$ cat config.mk
export PLATFORM = sky130hd
export DESIGN_NAME = addr_port_arbiter
export DESIGN_NICKNAME = d
export VERILOG_FILES = /design/src/rtl/addr_arb_pkg.sv /design/src/rtl/addr_port_arbiter_rr_pick.sv /design/src/rtl/addr_port_arbiter.sv
export SDC_FILE = /design/constraint.sdc
export NUM_CORES = 1
export LEC_CHECK = 0
export CAP_MARGIN = 20
export CORE_ASPECT_RATIO = 1.1
export CORE_MARGIN = 2
export CORE_UTILIZATION = 44
export DETAILED_ROUTE_END_ITERATION = 8
export HOLD_SLACK_MARGIN = 0.02
export PLACE_DENSITY = 0.9
export SYNTH_ARGS = -nofsm -noshare
export SYNTH_HDL_FRONTEND = slang
export SYNTH_SLANG_ARGS = --single-unit
$ cat constraint.sdc
create_clock -name clock_i -period 4.85 [get_ports clock_i]
set_input_delay 0.97 -clock clock_i [delete_from_list [all_inputs] [get_ports clock_i]]
set_output_delay 0.97 -clock clock_i [all_outputs]
set_load 0.01 [all_outputs]
$ cat src/rtl/addr_arb_pkg.sv
// addr_arb_pkg: shared types and constants for the address register write-port arbiter.
// Holds the per-port FSM state enum, default sizing constants and an index-width helper.
package addr_arb_pkg;

   typedef enum logic {
      ARB_IDLE  = 1'b0,
      ARB_OWNED = 1'b1
   } arb_state_e;

   localparam int NREQ_DEF    = 4;
   localparam int AW_DEF      = 16;
   localparam int MAXHOLD_DEF = 8;

   // Bits needed to index v distinct values; never less than 1.
   function automatic int clog2(input int v);
      int r;
      r = 0;
      while ((1 << r) < v) begin
         r = r + 1;
      end
      return (r < 1) ? 1 : r;
   endfunction

endpackage

$ cat src/rtl/addr_port_arbiter_rr_pick.sv
// rr_pick: combinational round-robin picker.
// Ports: cand_i (candidate mask), ptr_i (search start) -> valid_o (any candidate), idx_o (winner).
module rr_pick
   import addr_arb_pkg::*;
#(
   parameter int NREQ = NREQ_DEF
) (
   input  logic [NREQ-1:0]        cand_i,
   input  logic [clog2(NREQ)-1:0] ptr_i,
   output logic                   valid_o,
   output logic [clog2(NREQ)-1:0] idx_o
);

   localparam int IW = clog2(NREQ);

   always_comb begin
      int j;
      valid_o = 1'b0;
      idx_o   = '0;
      j       = 0;
      for (int k = 0; k < NREQ; k++) begin
         j = int'(ptr_i) + k;
         if (j >= NREQ) begin
            j = j - NREQ;
         end
         if (!valid_o && cand_i[j]) begin
            valid_o = 1'b1;
            idx_o   = IW'(j);
         end
      end
   end

endmodule

$ cat src/rtl/addr_port_arbiter.sv
// addr_port_arbiter: grants NREQ requesters onto write ports A and B of the address register.
// Inputs: clock_i, reset_n_i (sync, active low), req_i, lock_i, addr_i (flattened, AW per requester).
// Outputs: gntA_o/gntB_o (registered one-hot owners), addrInA_o/wrenA_o, addrInB_o/wrenB_o, busy_o.
// Build option ADDR_ARB_TIMEOUT_EN: force re-arbitration after MAXHOLD owned cycles.
module addr_port_arbiter
   import addr_arb_pkg::*;
#(
   parameter int NREQ    = NREQ_DEF,
   parameter int AW      = AW_DEF,
   parameter int MAXHOLD = MAXHOLD_DEF
) (
   input  logic             clock_i,
   input  logic             reset_n_i,
   input  logic [NREQ-1:0]  req_i,
   input  logic [NREQ-1:0]  lock_i,
   input  logic [NREQ*AW-1:0] addr_i,
   output logic [NREQ-1:0]  gntA_o,
   output logic [NREQ-1:0]  gntB_o,
   output logic [AW-1:0]    addrInA_o,
   output logic             wrenA_o,
   output logic [AW-1:0]    addrInB_o,
   output logic             wrenB_o,
   output logic             busy_o
);

   localparam int IW = clog2(NREQ);
   localparam logic [NREQ-1:0] ONE = NREQ'(1);

   arb_state_e      st_a_q, st_a_d;
   arb_state_e      st_b_q, st_b_d;
   logic [IW-1:0]   own_a_q, own_a_d;
   logic [IW-1:0]   own_b_q, own_b_d;
   logic [IW-1:0]   ptr_a_q, ptr_a_d;
   logic [IW-1:0]   ptr_b_q, ptr_b_d;
   logic [NREQ-1:0] gnt_a_q, gnt_a_d;
   logic [NREQ-1:0] gnt_b_q, gnt_b_d;

   logic            own_a, own_b;
   logic            arb_a, arb_b;
   logic            tmo_a, tmo_b;
   logic            new_a, new_b;
   logic            val_a, val_b;
   logic [IW-1:0]   idx_a, idx_b;
   logic [NREQ-1:0] cand_a, cand_b;

   function automatic logic [IW-1:0] ptr_inc(input logic [IW-1:0] i);
      return (i == IW'(NREQ - 1)) ? '0 : i + 1'b1;
   endfunction

   assign own_a = (st_a_q == ARB_OWNED);
   assign own_b = (st_b_q == ARB_OWNED);

   assign arb_a = !own_a || !lock_i[own_a_q] || tmo_a;
   assign arb_b = !own_b || !lock_i[own_b_q] || tmo_b;

   // A must skip B's current owner; a timed-out owner sits out one round.
   always_comb begin
      cand_a = req_i;
      if (own_b) begin
         cand_a = cand_a & ~(ONE << own_b_q);
      end
      if (tmo_a) begin
         cand_a = cand_a & ~(ONE << own_a_q);
      end
   end

   rr_pick #(.NREQ(NREQ)) u_pick_a (
      .cand_i  (cand_a),
      .ptr_i   (ptr_a_q),
      .valid_o (val_a),
      .idx_o   (idx_a)
   );

   always_comb begin
      st_a_d  = st_a_q;
      own_a_d = own_a_q;
      ptr_a_d = ptr_a_q;
      new_a   = 1'b0;
      if (arb_a) begin
         if (val_a) begin
            st_a_d  = ARB_OWNED;
            own_a_d = idx_a;
            ptr_a_d = ptr_inc(idx_a);
            new_a   = 1'b1;
         end else begin
            st_a_d = ARB_IDLE;
         end
      end
      gnt_a_d = (st_a_d == ARB_OWNED) ? (ONE << own_a_d) : '0;
   end

   // B only has to avoid A's next owner; A's outgoing owner stays eligible.
   always_comb begin
      cand_b = req_i & ~gnt_a_d;
      if (tmo_b) begin
         cand_b = cand_b & ~(ONE << own_b_q);
      end
   end

   rr_pick #(.NREQ(NREQ)) u_pick_b (
      .cand_i  (cand_b),
      .ptr_i   (ptr_b_q),
      .valid_o (val_b),
      .idx_o   (idx_b)
   );

   always_comb begin
      st_b_d  = st_b_q;
      own_b_d = own_b_q;
      ptr_b_d = ptr_b_q;
      new_b   = 1'b0;
      if (arb_b) begin
         if (val_b) begin
            st_b_d  = ARB_OWNED;
            own_b_d = idx_b;
            ptr_b_d = ptr_inc(idx_b);
            new_b   = 1'b1;
         end else begin
            st_b_d = ARB_IDLE;
         end
      end
      gnt_b_d = (st_b_d == ARB_OWNED) ? (ONE << own_b_d) : '0;
   end

`ifdef ADDR_ARB_TIMEOUT_EN
   localparam int CW = clog2(MAXHOLD + 1);

   logic [CW-1:0] cnt_a_q, cnt_a_d;
   logic [CW-1:0] cnt_b_q, cnt_b_d;

   assign tmo_a = own_a && (cnt_a_q == CW'(MAXHOLD));
   assign tmo_b = own_b && (cnt_b_q == CW'(MAXHOLD));

   // Counter holds the number of owned cycles so far, including the current one.
   always_comb begin
      cnt_a_d = '0;
      cnt_b_d = '0;
      if (st_a_d == ARB_OWNED) begin
         cnt_a_d = new_a ? CW'(1) : cnt_a_q + 1'b1;
      end
      if (st_b_d == ARB_OWNED) begin
         cnt_b_d = new_b ? CW'(1) : cnt_b_q + 1'b1;
      end
   end

   always_ff @(posedge clock_i) begin
      if (!reset_n_i) begin
         cnt_a_q <= '0;
         cnt_b_q <= '0;
      end else begin
         cnt_a_q <= cnt_a_d;
         cnt_b_q <= cnt_b_d;
      end
   end
`else
   logic [31:0] unused_maxhold;
   logic        unused_new;

   assign unused_maxhold = 32'(MAXHOLD);
   assign unused_new     = new_a ^ new_b;
   assign tmo_a          = 1'b0;
   assign tmo_b          = 1'b0;
`endif

   always_ff @(posedge clock_i) begin
      if (!reset_n_i) begin
         st_a_q  <= ARB_IDLE;
         st_b_q  <= ARB_IDLE;
         own_a_q <= '0;
         own_b_q <= '0;
         ptr_a_q <= '0;
         ptr_b_q <= '0;
         gnt_a_q <= '0;
         gnt_b_q <= '0;
      end else begin
         st_a_q  <= st_a_d;
         st_b_q  <= st_b_d;
         own_a_q <= own_a_d;
         own_b_q <= own_b_d;
         ptr_a_q <= ptr_a_d;
         ptr_b_q <= ptr_b_d;
         gnt_a_q <= gnt_a_d;
         gnt_b_q <= gnt_b_d;
      end
   end

   assign gntA_o    = gnt_a_q;
   assign gntB_o    = gnt_b_q;
   assign wrenA_o   = own_a && req_i[own_a_q];
   assign wrenB_o   = own_b && req_i[own_b_q];
   assign addrInA_o = own_a ? addr_i[own_a_q*AW +: AW] : '0;
   assign addrInB_o = own_b ? addr_i[own_b_q*AW +: AW] : '0;
   assign busy_o    = own_a || own_b;

endmodule

Word-level counts from Yosys, hierarchy flattened. Index checks and enable logic that the tools add are counted.

Bits in registers: 18.

Add/sub/neg operators: 16. $lt $le $gt $ge: 18. Eq/ne operators: 2. Shift-type cells: 5. Muxes and demuxes: 70. Bitwise logic cells: 4. Reductions and logical operators: 24.

Operator list (number): less-than comparator 32 x 4 -> 1 bit, second input constant (8); two-way mux 32 bit (8); >= comparator 32 x 4 -> 1 bit, second input constant (6); subtractor 32 x 4 -> 32 bit, second input constant (6); variable part select 64 x 7 -> 16 bit (2); two-way mux 1 bit (32); two-way mux 16 bit (2); two-way mux 2 bit (14); binary-select mux 1 bit (select 2 bit) (12); adder 2 x 2 -> 3 bit, second input constant (4); left shift 1 x 2 -> 4 bit, first input constant (3); logical NOT 1 bit (10); bitwise AND 4 bit (2); logical AND 1 bit (8); two-way mux 4 bit (2); inverter 4 bit (2); subtractor 2 x 3 -> 4 bit, second input constant (2); adder 2 x 1 -> 3 bit, second input constant (2); >= comparator 2 x 3 -> 1 bit, second input constant (2); less-than comparator 2 x 3 -> 1 bit, second input constant (2); AND reduction 2 bit (3); adder 2 x 1 -> 2 bit, second input constant (2); equality test 2 bit, second input constant (2); logical OR 1 bit (3).

Depth between registers and ports, before layout. Gate-level depths: netlist of the first run.

Depth after elaboration: 39. Gate-level depth with buffers: 13. Depth with buffers taken out: 11.

Hierarchy. From an unflattened synthesis of the first run, not the netlist that was laid out.

Cell total of the unflattened synthesis: 216. Area total of the unflattened synthesis: 2182.1 µm².

By module, submodules not included: addr_port_arbiter (instances 1, cells each 186, area each 2026.9 µm², sequential area each 360.3 µm²); rr_pick (instances 2, cells each 15, area each 77.6 µm², sequential area each 0.0 µm²).

Least setup slack after synthesis of the first run. Ideal clock, no wire load.

Kind: input -> register. Start point: in req_i[1]. End point: reg ptr_b_q[1]. Setup time: 0.121 ns. Arrival time: 3.230 ns. Required time: 4.729 ns. Setup slack: 1.499 ns. Cell stages on the path: 12. Path buffers: 1. Path through: buf_6 -> or3b_1 -> a211o_1 -> o211ai_2 -> and2b_2 -> o22ai_1 -> a211o_1 -> a221oi_4 -> and2_1 -> ha_1 -> mux2i_1 -> nor2_1.

Longest elaborated chain between the ends: 36. Elaborated cells between the ends (all ways): 66.

Ends and longest elaborated chain: from (decl) (line addr_port_arbiter.sv:14) `input logic [NREQ-1:0] req_i,`; bitwise AND 4 bit (line addr_port_arbiter.sv:60) `cand_a = cand_a & ~(ONE << own_b_q);`; two-way mux 4 bit (line addr_port_arbiter.sv:59) `if (own_b) begin`; binary-select mux 1 bit (select 2 bit) (line addr_port_arbiter_rr_pick.sv:26) `if (!valid_o && cand_i[j]) begin`; two-way mux 1 bit (not written as such) (2 in series) (line addr_port_arbiter_rr_pick.sv:26); two-way mux 1 bit (line addr_port_arbiter_rr_pick.sv:26); logical NOT 1 bit (line addr_port_arbiter_rr_pick.sv:26); logical AND 1 bit (line addr_port_arbiter_rr_pick.sv:26); two-way mux 1 bit (line addr_port_arbiter_rr_pick.sv:26); [... 19 more ...]; logical NOT 1 bit (line addr_port_arbiter_rr_pick.sv:26); logical AND 1 bit (line addr_port_arbiter_rr_pick.sv:26); two-way mux 1 bit (line addr_port_arbiter_rr_pick.sv:26); logical NOT 1 bit (line addr_port_arbiter_rr_pick.sv:26); logical AND 1 bit (line addr_port_arbiter_rr_pick.sv:26); two-way mux 2 bit (line addr_port_arbiter_rr_pick.sv:26); adder 2 x 1 -> 2 bit / equality test 2 bit (equally long branches) (line addr_port_arbiter.sv:47) `return (i == IW'(NREQ - 1)) ? '0 : i + 1'b1;`; two-way mux 2 bit (line addr_port_arbiter.sv:47); to (signal assigned) (line addr_port_arbiter.sv:181) `ptr_b_q <= ptr_b_d;`; to (decl) (line addr_port_arbiter.sv:34) `logic [IW-1:0] ptr_b_q, ptr_b_d;`.

Mark *: on every way between the ends. The rest lies on a longest branch, timed or not. The select of a mux whose other input is x is not followed. A chain may end at the register's enable or synchronous reset.

Worst setup path after layout of the first run.
Start point: in req_i[2]. End point: reg ptr_b_q[1].

The elaborated chain is that of the path after synthesis.

==> metrics.md, run 1 <==
| Metric | Value |
|---|---|
| Outcome | complete, no violations |
| First-pass GRT wire length | 13.3 mm |
| Commonest non-fill, non-tap cells in the layout | clkdlybuf4s50_1 (116), a22oi_1 (34), nand2_1 (30) |
| Total Nets Final | 440 |
| CP Depth | 12 |
| Met1 WL | about 3.2 mm |
| Mean Syn Cell Area | 8.49 µm² |
| Initial antenna violation count | 0 |
| Slowest CP cell | clkdlybuf4s50_1 |
| Hold Crit Start | own_a_q[0] |
| Final setup fails | 0 |
| Via count | 2,646 |
| Finished Cell Area | about 3400 µm² |
| Wire length on met2 | 4.20 mm |
| Worst slew margin | roughly a quarter |
| Final Non-Filler Cells | 422 |
| Number of synthesis warnings | 0 |
| Gr usage total | between 20 and 30% |
| Sequential-to-total area share from yosys stat | 16.1% |
| Commonest non-fill, non-tap cell in the layout | clkdlybuf4s50_1 |
| Synth-to-layout area growth | 53.8% |
| Post-CTS Resized | 0 |
| Slack of the worst reg-to-reg path | 1.16 ns |
| Buffers on Ports | 116 |
| Ys flop type | dfxtp_1 |
| Slew Viols, Final | 0 |
| R2R Path Start | own_a_q[1] |
| Fin Clk Skew | about 0.0046 ns |
| Count of buffer and inverter cells on the critical path | 2 |
| # H-tree levels | 1 |
| CP Launch Point | req_i[2] |
| Vias in the first global route | 2,681 |
| Final setup margin | 0.816 ns |
| Critical path's largest stage delay | 0.72 ns |
| RSZ-0062 raised after global routing | no |
| # placed instances | 418 |
| Clock tree from TritonCTS | built |
| DP HPWL | roughly 6.4 mm |
| Hold Vio Cnt, Final | 0 |
| Dpl cell area | 3380 µm² |
| Final WL | 8.31 mm |
| Die W | 71.9 µm |
| Worst Path Arrival | roughly 4.2 ns |
| Placeable Area | about 4900 µm² |
| Cell family with most CP delay | compound AO/OA/AOI/OAI gates |
| Synthesized instance count | 263 |
| Final Cycle Share | 83.2% |
| Post-route DRC | 0 |
| Top-area cell type share of the netlist area | 17.2% |
| Worst Hold Class | reg -> reg |
| Largest net degree at the start of global routing | 25 |
| Leak | 1.30 nW |
| Layout cell share with drive strength beyond 1 | 11.5% |
| Power per Cell Area | approximately 420 nW/µm² |
| Reg2Reg Depth | 11 |
| CP Cell Sequence | clkdlybuf4s50_1 > inv_1 > a211o_1 > a21o_1 > a21oi_2 > a211oi_1 > mux2_2 > a221oi_4 > and2_1 > ha_1 > mux2i_1 > nor2_1 |
| CP required | ~5 ns |
| Pre-CTS setup slack | 0.583 ns |
| Post-DR vias/cell | between 6 and 7 |
| Total grt overflow | 0 |
| DR pass1 iterations | 5 |
| Worst r2r dst | ptr_b_q[1] |
| Ranking of synthesized cells by area | mux4_2 (17%), dfxtp_1 (16%), a22oi_1 (11%), and2_1 (5.3%), nand2_1 (5.0%) |
| First DRT Iteration DRCs | 210 |
| Deepest clock path buffer count | 2 |
| Ports | between 100 and 150 |
| CP Launch Type | primary input |
| Highest Signal Layer | met4 |
| Clock transition at the registers of the reported paths | 0.07 ns |
| Post-CTS setup buffer count | 0 |
| Crit path capture type | flop |
| Slew @ Worst Pin | 1.11 ns |
| Antenna Cells | 0 |
| Worst-skew pair later-pin latency | 0.25 ns |
| Min cycle time layout | approximately 4.0 ns |
| Flops & latches, synth | 18 |
| Post-synthesis cell type count | 62 |
| Clk sinks | 18 |
| Met3 wire len | 749 µm |
| Crit Path Class | in -> reg |
| Total CTS buffers | 3 |
| Die area | 5660 µm² |
| Post-DRT Antenna Nets | 0 |
| Largest area contributor in the netlist | mux4_2 |
| Root Buffer | clkbuf_8 |
| Net count of the mapped netlist | 338 |
| CTS Hold Bufs | 0 |
| EDFF count, synth | 0 |
| Synth Cell Area | 2230 µm² |
| Max-Cap Viols | 0 |
| Worst vdd ir | 0.387 mV |
| Worst setup path end | ptr_b_q[1] |
| Total chip power | 1.45 mW |
| Asr flop ratio synth | 0% |
| Starting density of the core | ~45% |
| Gpl congestion | 0.926 |
| # rows | 27 |
| Max Freq | 0.248 GHz |
| Setup TNS Final | 0 ns |
| Chip height | 78.7 µm |
| Max FO, Critical Path | 11 |
| Routed len/inst | 19.7 µm |
==> routing by layer <==
layer / vias up / global-route usage [%]
met5: - / 0
met4: 0 / 7.55
met3: 22 / 5.71
met2: 156 / 50.3
met1: 1245 / 37.6
li1: 1223 / -
==> state kept, by name, indices dropped and copies added, names as in the netlist <==
| register | count |
|---|---|
| own_a | 1 |
| gntA_o | 4 |
| own_b | 1 |
| ptr_a_q | 2 |
| ptr_b_q | 2 |
| gntB_o | 4 |
| own_a_q | 2 |
| own_b_q | 2 |
==> synthesized netlist by cell type, drive strengths merged (2+ instances only) <==
master   instances
nor2            18
o22ai            3
a211o            4
o41ai            2
a32o             2
nor2b            2
nand2b           5
and2            19
o21ai            2
nand3            4
or3b             2
mux4            17
a22oi           35
a211oi           3
inv              9
or2              2
nor3b            2
mux2i            3
buf             15
a221o            2
dfxtp           18
nor3             2
a221oi           2
clkbuf           8
and3             5
a21boi           3
nor4bb           2
and3b            2
a31oi            2
o32ai            4
nand2           30
a2bb2oi          2
a21oi           13
mux2             2
a21o             4
==> cell families after synthesis <==
family / Yosys count / share of synthesized area [%]
compound gates: 90 / 32.7
buf+inv: 32 / 7.06
mux: 22 / 19.5
flops: 18 / 16.1
fa+ha+maj: 1 / 0.560
simple gates: 100 / 24.0
==> report_power, final <==
part           internal [mW]  leakage [nW]  switching, mW
registers              0.197         0.149         0.0941
clock network         0.0720        0.0288         0.0484
logic                  0.561          1.12          0.479
total                  0.829          1.30          0.622
==> worst reg2reg max path, stage by stage, from the launching register on <==
cell,delay [ns]
dfxtp_1,1.05
mux2_2,0.44
o2bb2ai_1,0.20
a21o_1,0.25
a21oi_2,0.27
a211oi_1,0.14
mux2_2,0.31
a221oi_4,0.29
and2_1,0.22
ha_1,0.24
mux2i_1,0.13
nor2_1,0.05
==> stage by stage <==
step | util, % | hold WS, ns
finish | 69.6 | 0.479
detailed placement | 68.5 | 0.472
floorplan | - | 0.452
global route | 69.6 | 0.520
CTS | 69.6 | 0.481
global placement | 68.5 | 0.466
==> layout make-up <==
cell class / count / area (µm²)
Inverter: 9 / 33.8
Multi-Input combinational cell: 213 / 1720
Sequential cell: 18 / 360
Timing Repair Buffer: 120 / 1190
Tap cell: 58 / 72.6
Fill cell: 404 / 1500
Clock buffer: 4 / 55.1
==> worst min path at each step <==
stage / end / cells past startpoint / slack [ns]
final: own_a_q[0] / 2 / 0.48
after global placement: own_a_q[0] / 2 / 0.47
after global routing: own_a_q[0] / 2 / 0.52
after floorplan: ptr_b_q[0] / 2 / 0.45
after detailed placement: own_a_q[0] / 2 / 0.47
after CTS: own_a_q[0] / 2 / 0.48
Note: power is estimated with default switching activity, not from simulation.
==> inputs of run 2 (changes only) <==
--- a/config.mk
+++ b/config.mk
@@ -8,10 +8,10 @@
 export CAP_MARGIN = 20
 export CORE_ASPECT_RATIO = 1.1
 export CORE_MARGIN = 2
-export CORE_UTILIZATION = 44
+export CORE_UTILIZATION = 40
 export DETAILED_ROUTE_END_ITERATION = 8
 export HOLD_SLACK_MARGIN = 0.02
-export PLACE_DENSITY = 0.9
+export PLACE_DENSITY = 0.83
 export SYNTH_ARGS = -nofsm -noshare
 export SYNTH_HDL_FRONTEND = slang
 export SYNTH_SLANG_ARGS = --single-unit
==> constraint.sdc (replaced) <==
create_clock -name clock_i -period 4.2 [get_ports clock_i]
set_input_delay 0.84 -clock clock_i [delete_from_list [all_inputs] [get_ports clock_i]]
set_output_delay 0.84 -clock clock_i [all_outputs]
set_load 0.01 [all_outputs]
==> metrics.md, run 2 (synthesis gave the netlist of run 1 again) <==
| Metric | Value |
|---|---|
| Outcome | complete, no violations |
| Post-CTS Resized | 0 |
| # rows | 28 |
| Clk sinks | 18 |
| Initial antenna violation count | 0 |
| Worst slew margin | 56.5% |
| Final WL | 8.71 mm |
| Gr usage total | 27.2% |
| Worst-skew pair later-pin latency | 0.27 ns |
| Clock tree from TritonCTS | built |
| Final setup fails | 0 |
| Deepest clock path buffer count | 2 |
| Vias in the first global route | around 2,700 |
| Leak | 1.34 nW |
| Buffers on Ports | 116 |
| Antenna Cells | 0 |
| Die W | 75.2 µm |
| Fin Clk Skew | 0.00565 ns |
| Max Freq | between 0.2 and 0.3 GHz |
| Die area | slightly above 6000 µm² |
| Crit path capture type | flop |
| First-pass GRT wire length | between 10 and 15 mm |
| Total CTS buffers | 3 |
| Finished Core Util | 65.1% |
| DP HPWL | 6.76 mm |
| Count of buffer and inverter cells on the critical path | 2 |
| Setup TNS Final | 0 ns |
| RSZ-0062 raised after global routing | no |
| Gpl congestion | 0.927 |
| Max-Cap Viols | 0 |
| Final Cycle Share | 88.9% |
| Max FO, Critical Path | 7 |
| Power per Cell Area | 488 nW/µm² |
| Synth-to-layout area growth | 57.4% |
| Post-DR vias/cell | slightly above 6 |
| First DRT Iteration DRCs | approximately 190 |
| Crit Path Class | in -> reg |
| Placeable Area | 5400 µm² |
| CP required | 4.35 ns |
| Commonest non-fill, non-tap cells in the layout | clkdlybuf4s50_1 (116), a22oi_1 (34), nand2_1 (30) |
| Cell family with most CP delay | compound AO/OA/AOI/OAI gates |
| Post-DRT Antenna Nets | 0 |
| Total Nets Final | 448 |
| Root Buffer | clkbuf_8 |
| Commonest non-fill, non-tap cell in the layout | clkdlybuf4s50_1 |
| Slew Viols, Final | 0 |
| Hold Vio Cnt, Final | 0 |
| Via count | 2,702 |
| # H-tree levels | 1 |
| Slew @ Worst Pin | 0.652 ns |
| Clock transition at the registers of the reported paths | 0.08 ns |
| Chip height | 82.4 µm |
| Post-CTS setup buffer count | 0 |
| Post-route DRC | 0 |
| Min cycle time layout | between 3 and 4 ns |
| DR pass1 iterations | 5 |
| Layout cell share with drive strength beyond 1 | a little over an eighth |
| CP Cell Sequence | clkdlybuf4s50_1 > inv_1 > a211o_1 > a21o_1 > a21oi_2 > a211oi_1 > mux2_2 > a221oi_4 > and2_1 > ha_1 > mux2i_1 > nor2_1 |
| Largest net degree at the start of global routing | 20 |
| CP Launch Type | primary input |
| Total grt overflow | 0 |
| Worst vdd ir | 0.374 mV |
| Slowest CP cell | clkdlybuf4s50_1 |
| Critical path's largest stage delay | between 0.6 and 0.7 ns |
| Hold slack | 0.500 ns |
| Ports | 117 |
| Worst Hold Class | reg -> reg |
| Starting density of the core | 41.4% |
| CTS Hold Bufs | 0 |
| Routed len/inst | 19.5 µm |
| Worst Path Arrival | just under 4 ns |
==> run 2: cell types whose count changed in the layout (fill, tap and decap cells not counted), sizes merged <==
| cell | delta |
|---|---|
| buf | +8 |
==> run 2: report_power, final <==
group | switching [mW] | leakage [nW] | internal (mW)
combinational | 0.588 | 1.16 | 0.661
clock | 0.0666 | 0.0288 | 0.0836
sequential | 0.0871 | 0.149 | 0.227
==> run 2: path summary, 6_finish.rpt <==
path                            depth (start not counted)    endpoint  slack [ns]       start
worst max-delay path                                   12  ptr_b_q[1]        0.47    req_i[2]
worst min-delay path                                    2  ptr_b_q[0]        0.50  ptr_b_q[0]
worst max register to register                         12  ptr_b_q[1]        0.86  own_a_q[1]
worst min register to register                          2  ptr_b_q[0]        0.50  ptr_b_q[0]
==> run 2: through the flow <==
stage / instances / total power, mW / setup slack (ns) / area, µm²
after floorplan: 263 / 1.06 / 0.979 / 2230
after global placement: 443 / 1.54 / 0.313 / 3460
after detailed placement: 443 / 1.56 / 0.251 / 3460
after CTS: 447 / 1.70 / 0.520 / 3510
after global routing: 447 / 1.82 / 0.297 / 3510
final: 447 / 1.71 / 0.468 / 3510
==> run 2: worst register-to-register path: cells and delay by family, from the launching register on <==
kind	cells	cell delay, ns
AOI/OAI and AO/OA	5	1.13
muxes	3	0.72
adders and majority gates	1	0.24
DFF	1	0.55
buffers and inverters	1	0.34
and+or+nand+nor	2	0.27
==> run 2: per-layer routing <==
metal  vias up  GRT usage [%]  part of all wire [%]
met2       134           50.4                    50
met3        14           5.70                   9.9
met1      1305           31.7                    38
li1       1249              -                     -
met4         0           6.32                   1.9
met5         -              0                     0
==> run 2: area by class of cell <==
class,count,area [µm²]
Sequential cell,18,360
Inverter,9,33.8
Timing Repair Buffer,128,1250
Clock buffer,4,55.1
Multi-Input combinational cell,213,1720
Tap cell,75,93.8
Fill cell,495,1880
